File: config.mk
export PLATFORM = sky130hd
export DESIGN_NAME = temp_sample_filter
export DESIGN_NICKNAME = d
export VERILOG_FILES = /design/src/rtl/temp_pkg.sv /design/src/rtl/temp_minmax_tracker.sv /design/src/rtl/temp_sample_filter.sv
export SDC_FILE = /design/constraint.sdc
export NUM_CORES = 1
export LEC_CHECK = 0
export CAP_MARGIN = 10
export CORE_MARGIN = 2
export CORE_UTILIZATION = 45
export CTS_BUF_LIST = sky130_fd_sc_hd__clkbuf_4 sky130_fd_sc_hd__clkbuf_8 sky130_fd_sc_hd__clkbuf_16
export CTS_CLUSTER_SIZE = 28
export DETAILED_ROUTE_END_ITERATION = 10
export PLACE_DENSITY_LB_ADDON = 0.2
export SLEW_MARGIN = 20
export SYNTH_ARGS = -nofsm -noshare
export SYNTH_HDL_FRONTEND = slang
export SYNTH_SLANG_ARGS = --single-unit
File: constraint.sdc
create_clock -name clk -period 4.1 [get_ports clk]
set_input_delay 0.41 -clock clk [delete_from_list [all_inputs] [get_ports clk]]
set_output_delay 0.41 -clock clk [all_outputs]
set_load 0.05 [all_outputs]
File: src/rtl/temp_pkg.sv
// Shared definitions for the temperature sample filter: widths, stats FSM states,
// default alarm thresholds and the sample sign-extension check.
package temp_pkg;

   localparam int TEMP_W = 12;
   localparam int RAW_W  = 16;

   localparam logic [TEMP_W-1:0] DEF_HI_THRESH = 12'h7FF;
   localparam logic [TEMP_W-1:0] DEF_LO_THRESH = 12'h800;

   typedef enum logic {
      S_EMPTY = 1'b0,
      S_TRACK = 1'b1
   } stats_state_t;

   // A well-formed word has every bit above the sign bit equal to the sign bit,
   // i.e. shifting the sign bit down leaves all zeros or all ones.
   function automatic logic sample_ok(input logic [RAW_W-1:0] word, input int width);
      logic signed [RAW_W-1:0] ext;
      ext = $signed(word) >>> (width - 1);
      return (ext == '0) || (ext == '1);
   endfunction

endpackage

File: src/rtl/temp_minmax_tracker.sv
// Running signed min/max over good samples, with an EMPTY/TRACK state that
// gates stats_valid and a clear that restarts tracking.
module temp_minmax_tracker
   import temp_pkg::*;
#(
   parameter int W = TEMP_W
) (
   input  logic         clk,
   input  logic         rst,
   input  logic         sample_valid,
   input  logic [W-1:0] sample,
   input  logic         clear,
   output logic [W-1:0] min_out,
   output logic [W-1:0] max_out,
   output logic         stats_valid
);

   stats_state_t state_reg, state_next;
   logic [W-1:0] min_reg, min_next;
   logic [W-1:0] max_reg, max_next;

   always_ff @(posedge clk or posedge rst) begin
      if (rst) begin
         state_reg <= S_EMPTY;
         min_reg   <= '0;
         max_reg   <= '0;
      end else begin
         state_reg <= state_next;
         min_reg   <= min_next;
         max_reg   <= max_next;
      end
   end

   // A sample arriving together with clear starts a fresh window with that sample.
   always_comb begin
      state_next = state_reg;
      min_next   = min_reg;
      max_next   = max_reg;
      if (sample_valid) begin
         state_next = S_TRACK;
         if (clear || state_reg == S_EMPTY) begin
            min_next = sample;
            max_next = sample;
         end else begin
            if ($signed(sample) < $signed(min_reg)) min_next = sample;
            if ($signed(sample) > $signed(max_reg)) max_next = sample;
         end
      end else if (clear) begin
         state_next = S_EMPTY;
         min_next   = '0;
         max_next   = '0;
      end
   end

   assign min_out     = min_reg;
   assign max_out     = max_reg;
   assign stats_valid = (state_reg == S_TRACK);

endmodule

File: src/rtl/temp_sample_filter.sv
// Block-averaging temperature filter: malformed-sample rejection, 2^AVG_LOG2
// block average with valid/ready output, hysteresis alarm and min/max stats.
module temp_sample_filter #(
   parameter int AVG_LOG2 = 3,
   parameter int TEMP_W   = temp_pkg::TEMP_W
) (
   input  logic              clk,
   input  logic              rst,
   input  logic [15:0]       temp_in,
   input  logic              temp_valid,
   input  logic [TEMP_W-1:0] hi_thresh,
   input  logic [TEMP_W-1:0] lo_thresh,
   input  logic              clear_stats,
   output logic [TEMP_W-1:0] avg_out,
   output logic              avg_valid,
   input  logic              avg_ready,
   output logic [TEMP_W-1:0] min_out,
   output logic [TEMP_W-1:0] max_out,
   output logic              stats_valid,
   output logic              alarm,
   output logic              overrun,
   output logic              sample_err,
   output logic [7:0]        sample_err_cnt
);
   import temp_pkg::*;

   localparam int ACC_W = TEMP_W + AVG_LOG2;
   localparam int CNT_W = (AVG_LOG2 > 0) ? AVG_LOG2 : 1;

   logic                     word_ok, good_sample, bad_sample, block_done;
   logic signed [TEMP_W-1:0] sample, avg_new;
   logic signed [ACC_W-1:0]  acc_reg, acc_next, sum;
   logic [CNT_W-1:0]         cnt_reg, cnt_next;
   logic [TEMP_W-1:0]        avg_reg, avg_next;
   logic                     avg_valid_reg, avg_valid_next;
   logic                     alarm_reg, alarm_next;
   logic                     overrun_reg, overrun_next;
   logic                     err_pulse_reg, err_pulse_next;
   logic [7:0]               err_cnt_reg, err_cnt_next;

   assign word_ok     = sample_ok(temp_in, TEMP_W);
   assign good_sample = temp_valid && word_ok;
   assign bad_sample  = temp_valid && !word_ok;
   assign sample      = temp_in[TEMP_W-1:0];

   // Accumulator is wide enough for a full block of extreme samples.
   assign sum     = acc_reg + ACC_W'(sample);
   assign avg_new = TEMP_W'(sum >>> AVG_LOG2);

   generate
      if (AVG_LOG2 == 0) begin : g_single
         assign block_done = good_sample;
      end else begin : g_multi
         assign block_done = good_sample && (cnt_reg == '1);
      end
   endgenerate

   always_comb begin
      acc_next       = acc_reg;
      cnt_next       = cnt_reg;
      avg_next       = avg_reg;
      avg_valid_next = avg_valid_reg;
      alarm_next     = alarm_reg;
      overrun_next   = overrun_reg && !clear_stats;
      err_pulse_next = bad_sample;
      err_cnt_next   = err_cnt_reg;

      if (good_sample) begin
         if (block_done) begin
            acc_next = '0;
            cnt_next = '0;
         end else begin
            acc_next = sum;
            cnt_next = cnt_reg + CNT_W'(1);
         end
      end

      // A new average always wins; it overwrites an unconsumed one only
      // when there is no handshake this cycle.
      if (block_done) begin
         avg_next       = avg_new;
         avg_valid_next = 1'b1;
         if (avg_valid_reg && !avg_ready) overrun_next = 1'b1;
         if (avg_new > $signed(hi_thresh))      alarm_next = 1'b1;
         else if (avg_new < $signed(lo_thresh)) alarm_next = 1'b0;
      end else if (avg_valid_reg && avg_ready) begin
         avg_valid_next = 1'b0;
      end

      if (clear_stats)                           err_cnt_next = '0;
      else if (bad_sample && err_cnt_reg != '1)  err_cnt_next = err_cnt_reg + 8'd1;
   end

   always_ff @(posedge clk or posedge rst) begin
      if (rst) begin
         acc_reg       <= '0;
         cnt_reg       <= '0;
         avg_reg       <= '0;
         avg_valid_reg <= 1'b0;
         alarm_reg     <= 1'b0;
         overrun_reg   <= 1'b0;
         err_pulse_reg <= 1'b0;
         err_cnt_reg   <= '0;
      end else begin
         acc_reg       <= acc_next;
         cnt_reg       <= cnt_next;
         avg_reg       <= avg_next;
         avg_valid_reg <= avg_valid_next;
         alarm_reg     <= alarm_next;
         overrun_reg   <= overrun_next;
         err_pulse_reg <= err_pulse_next;
         err_cnt_reg   <= err_cnt_next;
      end
   end

   temp_minmax_tracker #(.W(TEMP_W)) u_minmax (
      .clk          (clk),
      .rst          (rst),
      .sample_valid (good_sample),
      .sample       (sample),
      .clear        (clear_stats),
      .min_out      (min_out),
      .max_out      (max_out),
      .stats_valid  (stats_valid)
   );

   assign avg_out        = avg_reg;
   assign avg_valid      = avg_valid_reg;
   assign alarm          = alarm_reg;
   assign overrun        = overrun_reg;
   assign sample_err     = err_pulse_reg;
   assign sample_err_cnt = err_cnt_reg;

endmodule
==> results.toml <==
[layout]
area_growth_pct = 33.1
fin_nets = 688
drive_gt1_share_pct = 11.1
final_area_um2 = 5950
largest_reg_flops = 15
seqCellArea_um2 = 1680
multiInputGateArea_um2 = 2510
diodes = 0
nFillCells = 845

[worst_setup_path]
critPathKind = "input pin to flip-flop"
worstPathMaxFanout = 3
end_kind = "flip-flop"
critPathArrivalTime_ns = 4.01
worstReg2RegStart = "acc_reg[0]"
required_ns = 4.32
r2r_slack_ns = 0.53
timing.rr.end = "alarm"
reg2regPathDepth = 17
start_kind = "input pin"

[yosys]
yosysTopAreaCell = "dfrtp_1"
synthFlopType = "dfrtp_1"
synth_area_um2 = 4470
yosys-top-cells-area = "dfrtp_1, ha_1, a22o_1"
synth.most_common_cell = "dfrtp_1"
ys_seq_area_share_pct = 37.5
yosysWarnings = 0
yosys-top-cells-count = "dfrtp_1, ha_1, inv_1, a22o_1, a21oi_1"
synth_cell_types = 51
yosysTopAreaCellShare_pct = 37.5
ys_ff_latch = 67
synth_async_sr_flop_share_pct = 100
syn_avg_cell_area_um2 = 9.81
synth_nets = 565
synth_edf_count = 0
syn_inst = 456

[timing]
fmax_mhz = 264
setup_tns_ns = 0
setup_viol = 0
period_share_pct = 92.5
tightest_slew_ns = 0.913
final-hold-violation-count = 0
rsz0062_at_grt = "false"
skew_ns = 0.0140
slew_viol_final = 0
post-route-min-period_ns = 3.79
finalWorstSetupSlack_ns = 0.307
maxSlewHeadroom_pct = 39.1

[clock_network]
postCtsSetupBuffers = 0
cts_max_level = 3
cts_tree = "yes"
clock_latency_ns = 0.35
path_clk_slew_ns = 0.08
cts_buffers = 9
clockBufferDepth = 2
cts_root_buffer = "clkbuf_8"
cts.sinks = 67

[place]
hpwl_um = 9070
place_congestion = 0.904
place_area_um2 = 5740
place_ws_ns = -0.116
port_buffers = 93

[grt]
grtUsageMet2_pct = 36.8
grt_max_degree = 43
track_usage_pct = 22.0
first_global_vias = 3989
grt_pass1_wl_um = 19100
antenna_found_initial = 0
grtUsageMet1_pct = 28.8
gr-usage-met3_pct = 3.96
busiest_layer = "met2"
grt-ovfl-total = 0

[worst_hold_path]
min_from = "overrun"
min_to = "overrun"
hold_class = "flip-flop to flip-flop"
hold_path_depth = 1

[power_and_ir_drop]
p_total_mw = 3.08
p_per_area_nw_per_um2 = 517
vdd_ir_drop_max_v = 0.000330
p_leak_nw = 2.85

[drt]
drt_iter0_markers = 154
drtPass1Iterations = 4
postRouteAntennaNets = 0
vias = 3927
detail_route.vias_per_cell = 5.48
wl_um = 11500
drc = 0
wl_per_cell_um = 16.0

[flow_run]
cap_violations = 0

[floorplan]
die_h_um = 104
initial_utilization_pct = 46.0
row_count = 36
coreArea_um2 = 9730
fp.dieArea_um2 = 10800
die_x_um = 104
io_pins = 94

[run_status]
status = "completed"
## timing repair
action                                  in CTS  in global routing
gates resized for setup                      0                  1
hold buffers                                 0                  0
endpoints found under the setup margin       0                  1
hold endpoints to repair                     0                  0
## cell families (layout without fill, tap and decap cells)
group,after synthesis,in the layout,synth area share (%)
AOI/OAI and AO/OA,119,119,19.1
and+or+nand+nor,103,103,11.7
adders and majority gates,64,64,18.1
muxes,16,16,4.22
xor gates and xnor gates,16,16,3.13
DFF,67,67,37.5
buffers and inverters,71,199,6.35
## report_power, final
group	internal, mW	total (mW)	switching [mW]
Sequential	0.748	0.803	0.0548
Clock	0.341	0.616	0.275
Combinational	0.765	1.66	0.893
Total	1.85	3.08	1.22
## layout make-up
class,count,area share (%)
Clock buffer,9,2.08
Timing Repair Buffer,123,19.4
Multi-Input combinational cell,318,42.2
Clock inverter,7,1.53
Inverter,60,3.78
Tap cell,133,2.80
Sequential cell,67,28.2
## worst max path at each step
| stage | from | end |
|---|---|---|
| after detailed placement | temp_in[0] | alarm |
| after global placement | temp_in[0] | alarm |
| final | temp_in[0] | alarm |
| after floorplan | temp_in[0] | alarm |
| after CTS | temp_in[0] | alarm |
| after global routing | temp_in[0] | alarm |
## metal layers
metal | wire length, um | share of wire, %
met1 | 5300 | 46
met5 | 0 | 0
met2 | 5510 | 48
met4 | 193 | 1.7
met3 | 496 | 4.3
## stage by stage
| stage | instances | hold slack [ns] | util, % |
|---|---|---|---|
| detailed placement | 701 | 0.475 | 59.0 |
| global placement | 701 | 0.465 | 59.0 |
| global route | 717 | 0.511 | 61.2 |
| floorplan | 456 | 0.447 | - |
| CTS | 717 | 0.493 | 61.2 |
| finish | 717 | 0.486 | 61.2 |
## layout by cell type (no fill, tap or decap), types with 15 or more instances in the layout
cell type	instances
ha_1	63
inv_1	59
dfrtp_1	67
nand2_1	23
a21oi_1	24
clkdlybuf4s50_1	93
nor2_1	23
nand3_1	16
a22o_1	35
buf_4	30
a21o_1	15
## worst max-delay path: stages
cell and delay [ns]:
clkdlybuf4s50_1 0.51, ha_1 0.19, inv_1 0.06, fa_1 0.39
nor2b_1 0.16, o2111ai_1 0.18, and2_1 0.23, o21ai_1 0.20
a21oi_1 0.11, xnor2_1 0.22, ha_1 0.28, a21o_1 0.18
a21oi_1 0.13, o21ai_0 0.09, nand3_1 0.08, nand2_1 0.04
a2111oi_0 0.38, o32ai_1 0.16
(Power assumes the default switching activity.)
